**src/rtl/add_seq_pkg.sv**
```systemverilog
// Shared types and constants for the nibble-serial adder sequencer.
package add_seq_pkg;

    typedef enum logic [1:0] {
        IDLE = 2'd0,
        RUN  = 2'd1,
        DONE = 2'd2
    } state_t;

    localparam int NIB_BITS = 4;

    // Counter width for a given nibble count; never narrower than one bit.
    function automatic int cnt_width(input int nib);
        int w;
        w = $clog2(nib);
        return (w < 1) ? 1 : w;
    endfunction

endpackage

```
**src/rtl/add_4.sv**
```systemverilog
// 4-bit ripple adder used as the shared datapath of add_seq_ctrl.
module add_4 (
    output logic [3:0] s,
    output logic       co,
    input  logic [3:0] a,
    input  logic [3:0] b,
    input  logic       ci
);

    assign {co, s} = {1'b0, a} + {1'b0, b} + {4'b0000, ci};

endmodule

```
**src/rtl/add_seq_ctrl.sv**
```systemverilog
// Nibble-serial adder: one shared add_4, LSB nibble first, valid/ready on both sides.
// Optional signed-overflow output enabled by defining ADD_SEQ_OVF_EN.
module add_seq_ctrl
    import add_seq_pkg::*;
#(
    parameter int WIDTH = 16
) (
    input  logic             clk,
    input  logic             rst_n,
    input  logic             in_valid,
    output logic             in_ready,
    input  logic [WIDTH-1:0] a,
    input  logic [WIDTH-1:0] b,
    input  logic             ci,
    output logic             out_valid,
    input  logic             out_ready,
    output logic [WIDTH-1:0] s,
    output logic             co
`ifdef ADD_SEQ_OVF_EN
    ,
    output logic             ovf
`endif
);

    localparam int NIB   = WIDTH / NIB_BITS;
    localparam int CNT_W = cnt_width(NIB);
    localparam logic [CNT_W-1:0] LAST = CNT_W'(NIB - 1);

    state_t             state_reg;
    logic [CNT_W-1:0]   cnt_reg;
    logic               carry_reg;
    logic [WIDTH-1:0]   a_reg;
    logic [WIDTH-1:0]   b_reg;
    logic [WIDTH-1:0]   s_reg;
    logic               co_reg;

    logic [NIB_BITS-1:0] a_nib [NIB];
    logic [NIB_BITS-1:0] b_nib [NIB];
    logic [NIB_BITS-1:0] sum_nib;
    logic                sum_co;

    // Split latched operands into nibbles so the counter selects one per cycle.
    generate
        for (genvar gi = 0; gi < NIB; gi++) begin : g_nib
            assign a_nib[gi] = a_reg[gi*NIB_BITS +: NIB_BITS];
            assign b_nib[gi] = b_reg[gi*NIB_BITS +: NIB_BITS];
        end
    endgenerate

    add_4 u_add_4 (
        .s  (sum_nib),
        .co (sum_co),
        .a  (a_nib[cnt_reg]),
        .b  (b_nib[cnt_reg]),
        .ci (carry_reg)
    );

    assign in_ready  = (state_reg == IDLE);
    assign out_valid = (state_reg == DONE);
    assign s         = s_reg;
    assign co        = co_reg;

    always_ff @(posedge clk or negedge rst_n) begin
        if (!rst_n) begin
            state_reg <= IDLE;
            cnt_reg   <= '0;
            carry_reg <= 1'b0;
            a_reg     <= '0;
            b_reg     <= '0;
            s_reg     <= '0;
            co_reg    <= 1'b0;
        end else begin
            case (state_reg)
                IDLE: begin
                    if (in_valid) begin
                        a_reg     <= a;
                        b_reg     <= b;
                        carry_reg <= ci;
                        cnt_reg   <= '0;
                        state_reg <= RUN;
                    end
                end
                RUN: begin
                    // Only the current nibble is written; the rest keep their old value.
                    for (int i = 0; i < NIB; i++) begin
                        if (cnt_reg == CNT_W'(i)) begin
                            s_reg[i*NIB_BITS +: NIB_BITS] <= sum_nib;
                        end
                    end
                    carry_reg <= sum_co;
                    if (cnt_reg == LAST) begin
                        co_reg    <= sum_co;
                        state_reg <= DONE;
                    end else begin
                        cnt_reg <= cnt_reg + CNT_W'(1);
                    end
                end
                DONE: begin
                    if (out_ready) begin
                        state_reg <= IDLE;
                    end
                end
                default: state_reg <= IDLE;
            endcase
        end
    end

`ifdef ADD_SEQ_OVF_EN
    logic ovf_reg;

    // The MSB of the sum is the one being produced on the final RUN cycle.
    always_ff @(posedge clk or negedge rst_n) begin
        if (!rst_n) begin
            ovf_reg <= 1'b0;
        end else if (state_reg == RUN && cnt_reg == LAST) begin
            ovf_reg <= (a_reg[WIDTH-1] == b_reg[WIDTH-1]) &&
                       (sum_nib[NIB_BITS-1] != a_reg[WIDTH-1]);
        end else if (state_reg == DONE && out_ready) begin
            ovf_reg <= 1'b0;
        end
    end

    assign ovf = ovf_reg;
`endif

endmodule
```
**config.mk**
```make
export PLATFORM = sky130hd
export DESIGN_NAME = add_seq_ctrl
export DESIGN_NICKNAME = d
export VERILOG_FILES = /design/src/rtl/add_seq_pkg.sv /design/src/rtl/add_4.sv /design/src/rtl/add_seq_ctrl.sv
export SDC_FILE = /design/constraint.sdc
export NUM_CORES = 1
export LEC_CHECK = 0
export ABC_AREA = 1
export CORE_MARGIN = 2
export CORE_UTILIZATION = 45
export DETAILED_ROUTE_END_ITERATION = 10
export PLACE_DENSITY = 0.71
export SETUP_SLACK_MARGIN = 0.5
export SLEW_MARGIN = 20
export SYNTH_ARGS = -nofsm -noshare
export SYNTH_HDL_FRONTEND = slang
export SYNTH_HIERARCHICAL = 1
export SYNTH_SLANG_ARGS = --single-unit
```
**constraint.sdc**
```tcl
create_clock -name clk -period 2.58 [get_ports clk]
set_input_delay 0.516 -clock clk [delete_from_list [all_inputs] [get_ports clk]]
set_output_delay 0.516 -clock clk [all_outputs]
set_load 0.05 [all_outputs]
```
Word level (Yosys, flattened, before mapping):

Index checks and enable logic that the tools add are counted.

* add/subtract/negate cells: 3
* order comparisons: 1
* equal/unequal tests: 9
* multiplexer cells: 15
* bitwise logic cells: 1
* reductions and logical operators: 11

Operators with widths (number)
* 4-bit binary-select mux with 2-bit select: 2
* 4-bit 2-to-1 mux: 4
* 2-bit AND reduction: 6
* 2-bit 2-to-1 mux: 5
* 2-bit == test, second input constant: 3
* 2-bit inequality test, second input constant: 3
* 2-bit one-hot mux with 3 select lines: 1
* 3-bit AND reduction: 2
* 4-bit by 4-bit adder with 5-bit output: 1
* 5-bit by 1-bit adder with 5-bit output: 1
* 2-bit by 1-bit == test with 1-bit output, second input constant: 2
* 2-bit logical NOT: 2
* 2-bit one-hot mux with 2 select lines: 1
* 3-bit greater-or-equal comparator, second input constant: 1
* 2-bit NOT with 3-bit output: 1
* 2-bit by 1-bit adder with 2-bit output, second input constant: 1
* 2-bit by 1-bit inequality test with 1-bit output, second input constant: 1
* 1-bit one-hot mux with 2 select lines: 1
* 2-bit nonzero test: 1
* 1-bit 2-to-1 mux: 1

* register bits after elaboration: 54
* output and inout port bits: 19

Depth between registers and ports, before layout:

* word-level depth: 7
* mapped depth: 13
* gate-level depth less buffers: 12

By module:

The synthesis kept the hierarchy.

By module, submodules not included
* add_seq_ctrl: instances 1, cells each 302, area an instance 2506.2 um2, sequential area each 1351.3 um2
* add_4: instances 1, cells each 25, area an instance 165.2 um2, sequential area each 0.0 um2

Least setup slack after synthesis:

No wires, ideal clock.

* path type: register to register
* start: register cnt_reg[0]
* end: register s_reg[9], in the netlist s[9]
* library setup time: 0.083 ns
* arrival time: 2.167 ns
* path slack: 0.330 ns
* cell stages (with the launch flop): 12
* clock period less this slack: 2.250 ns
* cells stage by stage: dfrtp_1 > buf_2 > inv_2 > buf_2 > o211ai_1 > nand2_1 > fa_1 > inv_1 > fa_1 > inv_1 > inv_1 > o21ai_0

* cells in the longest elaborated chain, start to end: 6
* elaborated cells between the ends (all ways): 11
* those cells by class: add/sub (2); eq/ne (1); mux (6); bitwise (1); reduce/logical (1)

Ends and longest elaborated chain
* start: declaration: RTL line add_seq_ctrl.sv:30 `logic [CNT_W-1:0] cnt_reg;`
* start signal: assignment: RTL line add_seq_ctrl.sv:95 `cnt_reg <= cnt_reg + CNT_W'(1);`
* 2-bit NOT with 3-bit output (not written as such) *: RTL line add_seq_ctrl.sv:53, add_seq_ctrl.sv:54
* 4-bit binary-select mux with 2-bit select, on equally long branches: RTL line add_seq_ctrl.sv:53, add_seq_ctrl.sv:54
* 4-bit 2-to-1 mux, on equally long branches (2 in a row): RTL line add_seq_ctrl.sv:53, add_seq_ctrl.sv:54
* 4-bit by 4-bit adder with 5-bit output *: RTL line add_4.sv:10 `assign {co, s} = {1'b0, a} + {1'b0, b} + {4'b0000, ci};`
* 5-bit by 1-bit adder with 5-bit output *: RTL line add_4.sv:10
* net sum_nib[1]: RTL line add_seq_ctrl.sv:39 `logic [NIB_BITS-1:0] sum_nib;`
* end signal: indexed assignment: RTL line add_seq_ctrl.sv:87 `s_reg[i*NIB_BITS +: NIB_BITS] <= sum_nib;`
* end: declaration: RTL line add_seq_ctrl.sv:34 `logic [WIDTH-1:0] s_reg;`

Mark *: on every way through the listed nets, which the timed path passes. The rest lies on a longest branch. The select of a mux whose other input is x is not followed.
A chain may end at the register's enable or synchronous reset.

Worst setup path in the final report:

* start: register cnt_reg[0]
* end: register s_reg[2], in the netlist s[2]

Same word-level chain as after synthesis.

==> flow_summary.ini <==
[hold_path]
timing.hold.worst.class = primary input to async pin

[cts]
clk_transition_reported_paths_ns = 0.10
clock_sinks = 54
tritoncts = done
clockRootBuffer = clkbuf_8
cts-buffers-inserted = 5
cts_hold_buf = 0
cts-htree-levels = 2
clock_buffer_depth = 2
worst_skew_pair.late_latency_ns = 0.31

[finish]
antenna_cells = 0
drive_gt1_share_pct = 14.62
nFillCells = 555
layout.nets = 435
areaGrowthSynthToFinish_pct = 31.94

[sta]
finalClockSkew_ns = 0.01133
drv_slew = 0
final_critical_delay_including_setup_and_external_delays_ns = 2.070
final.period_utilization_pct = 80.24
finalHoldViolCount = 0
final.setup.worst_slack_ns = 0.5098
highest_achievable_clock_rate_mhz = 483.1
rsz0062_at_grt = yes
finalSetupTns_ns = 0
worstMarginPinSlew_ns = 0.8170
maxSlewHeadroom_pct = 45.53
holdWs_ns = 0.3032
timing.final.setup_violations = 0

[logic_synthesis]
synth_top_area_share_pct = 50.59
synth_cells = 327
syn-cell-area_sq_um = 2671
synth-async-reset-ratio_pct = 100.0
postSynthNetCount = 373
post_synthesis_sequential_element_count = 54
synth_cell_type_count = 24
synth_area_leader_cell = dfrtp_1
edff_count_synth = 0
syn_avg_cell_area_sq_um = 8.169
synth_seq_area_share_pct = 50.59
most_instantiated_cells_after_synthesis = 130 x nand2_1, 54 x dfrtp_1, 41 x nand3_1, 28 x inv_1, 24 x o21ai_0
synth_ff_type = dfrtp_1
synthMostInstantiatedCell = nand2_1
synth.top_cells.by_area = dfrtp_1 51%, nand2_1 18%, nand3_1 7.7%, o21ai_0 4.5%, inv_1 3.9%
ys.warnings.count = 6

[routing]
initialDrtViolationCount = 103
drc = 0
post_drt_via_cell_ratio = 4.804
antenna_violating_nets_post_route = 0
drt-pass1-iter-count = 4
vias = 2234
wire_per_inst_microns = 12.03
postRouteWirelength_microns = 5594

[power_and_ir_drop]
power.internal_mw = 2.749
pwr-share-clk_pct = 8.9
peakVddDrop_uv = 977.6
power_frac_seq_pct = 28.3
sw_frac_of_total_pct = 48.91
netSwitchingPower_mw = 2.632
static-leakage-power_nw = 1.767
combPwrFrac_pct = 62.9
power_density_of_the_placed_cells_nw_per_um2 = 1527

[floorplanning]
die-area_sq_um = 6568
core_sq_um = 5816
num_io_pins = 56
die_height_microns = 81.05
std_cell_rows = 28
initial_core_util_pct = 45.93
floorplan.die.width_microns = 81.05

[setup_path]
critical_path_peak_fanout = 6
worstSetupStartpointType = flip-flop
cp.required_ns = 2.80
timing.critical_path.to_type = flip-flop
r2r_start = cnt_reg[0]
critical_path_class = flip-flop to flip-flop
critical_path.reg2reg.endpoint = s[2]
reg2reg_depth = 10
worst_reg2reg_setup_slack_ns = 0.51
worstPathArrival_ns = 2.29

[run]
cap_violations = 0

[run_status]
result_of_the_run = complete, no violations

[global_route]
grt_first_pass_wirelength_microns = 9653
grt.overflow.total = 0
antenna_found_initial = 0
grt_pass1_vias = 2257
grt_util_all_layers_pct = 18.79
maximum_number_of_pins_on_one_net_before_global_route_repair = 40

[placement]
dp.final_hpwl_microns = 4079
port_buffers = 55
dpl_worst_slack_ns = 0.4156
weighted_congestion_reported_at_the_end_of_routability_driven_placement = 0.7753
## metal layers
layer	vias to the layer above	global-route usage, %	part of all wire (%)
met5	-	0	0
met4	0	4.407	0.61
met3	5	4.000	3.8
met2	51	33.14	50
met1	1018	23.62	46
li1	1160	-	-
## placed cells by master (no fill, tap or decap), types with 2 or more instances in the layout
master	Yosys	layout
clkdlybuf4s50_1	0	52
a21oi_2	0	2
buf_4	1	13
nand2_1	130	128
nand2_2	3	5
o21ai_2	0	8
o21ai_0	24	9
nand3_1	41	41
fa_2	0	2
o21ai_1	1	8
nor2_1	2	2
inv_1	28	24
dfrtp_1	54	53
clkinv_2	0	2
o211ai_1	8	8
clkbuf_8	0	6
inv_2	3	6
ha_1	7	5
ha_4	0	2
## per-stage QoR
| step | cell area, sq um | utilization [%] | power (mW) | instances |
|---|---|---|---|---|
| 2_1_floorplan | 2688 | - | 3.607 | 327 |
| 3_3_place_gp | 3277 | 56.35 | 4.293 | 448 |
| 3_5_place_dp | 3277 | 56.35 | 4.379 | 448 |
| 4_1_cts | 3432 | 59.01 | 4.988 | 463 |
| 5_1_grt | 3525 | 60.61 | 5.891 | 465 |
| 6_report | 3525 | 60.61 | 5.382 | 465 |
## worst max-delay path by stage
stage | from | endpoint | slack, ns | cells after the start
after floorplan | cnt_reg[0] | s[9] | 0.51 | 11
after global placement | cnt_reg[0] | s[1] | 0.49 | 10
after detailed placement | cnt_reg[0] | s[5] | 0.42 | 10
after CTS | cnt_reg[0] | s[10] | 0.49 | 10
after global routing | cnt_reg[0] | s[2] | 0.38 | 10
final | cnt_reg[0] | s[2] | 0.51 | 10
## logic make-up (layout without fill, tap and decap cells)
group / count (synthesis) / in the layout / share of synthesized area [%]
simple gates: 180 / 180 / 28.76
flops: 54 / 54 / 50.59
buf+inv: 47 / 110 / 7.962
compound gates: 36 / 36 / 7.588
fa+ha+maj: 9 / 9 / 4.777
xor+xnor: 1 / 1 / 0.3279
## final cells by class
| cell class | instances | area, sq um | share of cell area [%] |
|---|---|---|---|
| inverters | 32 | 126.4 | 3.585 |
| repair buffers | 70 | 673.1 | 19.10 |
| clock inverters | 1 | 5.005 | 0.1420 |
| multi-input cells | 226 | 1187 | 33.69 |
| clock buffers | 7 | 86.33 | 2.449 |
| flip-flops and latches | 54 | 1353 | 38.37 |
| well taps | 75 | 93.84 | 2.662 |
## worst max-delay path, cell delays in order, from the launching register on
cell and delay [ns]:
dfrtp_2 0.48, buf_6 0.15, buf_4 0.14, o21ai_2 0.13, nand2_1 0.06, nand2_1 0.09
inv_1 0.07, fa_2 0.43, xnor2_2 0.20, inv_2 0.09, o21ai_0 0.15
## repair_timing
item	in CTS	in global routing
gates cloned	1	0
resized for setup	12	32
pin swaps	1	10
setup buffers	6	2
setup endpoints to repair	11	14
## power by group through the flow
stage | combinational [mW] | clock [mW] | sequential (mW)
floorplan | 1.74 | 0 | 1.87
global placement | 2.77 | 0 | 1.52
detailed placement | 2.86 | 0 | 1.52
CTS | 2.98 | 0.489 | 1.52
global route | 3.79 | 0.529 | 1.57
finish | 3.38 | 0.477 | 1.52
Note: power is estimated with default switching activity, not from simulation.
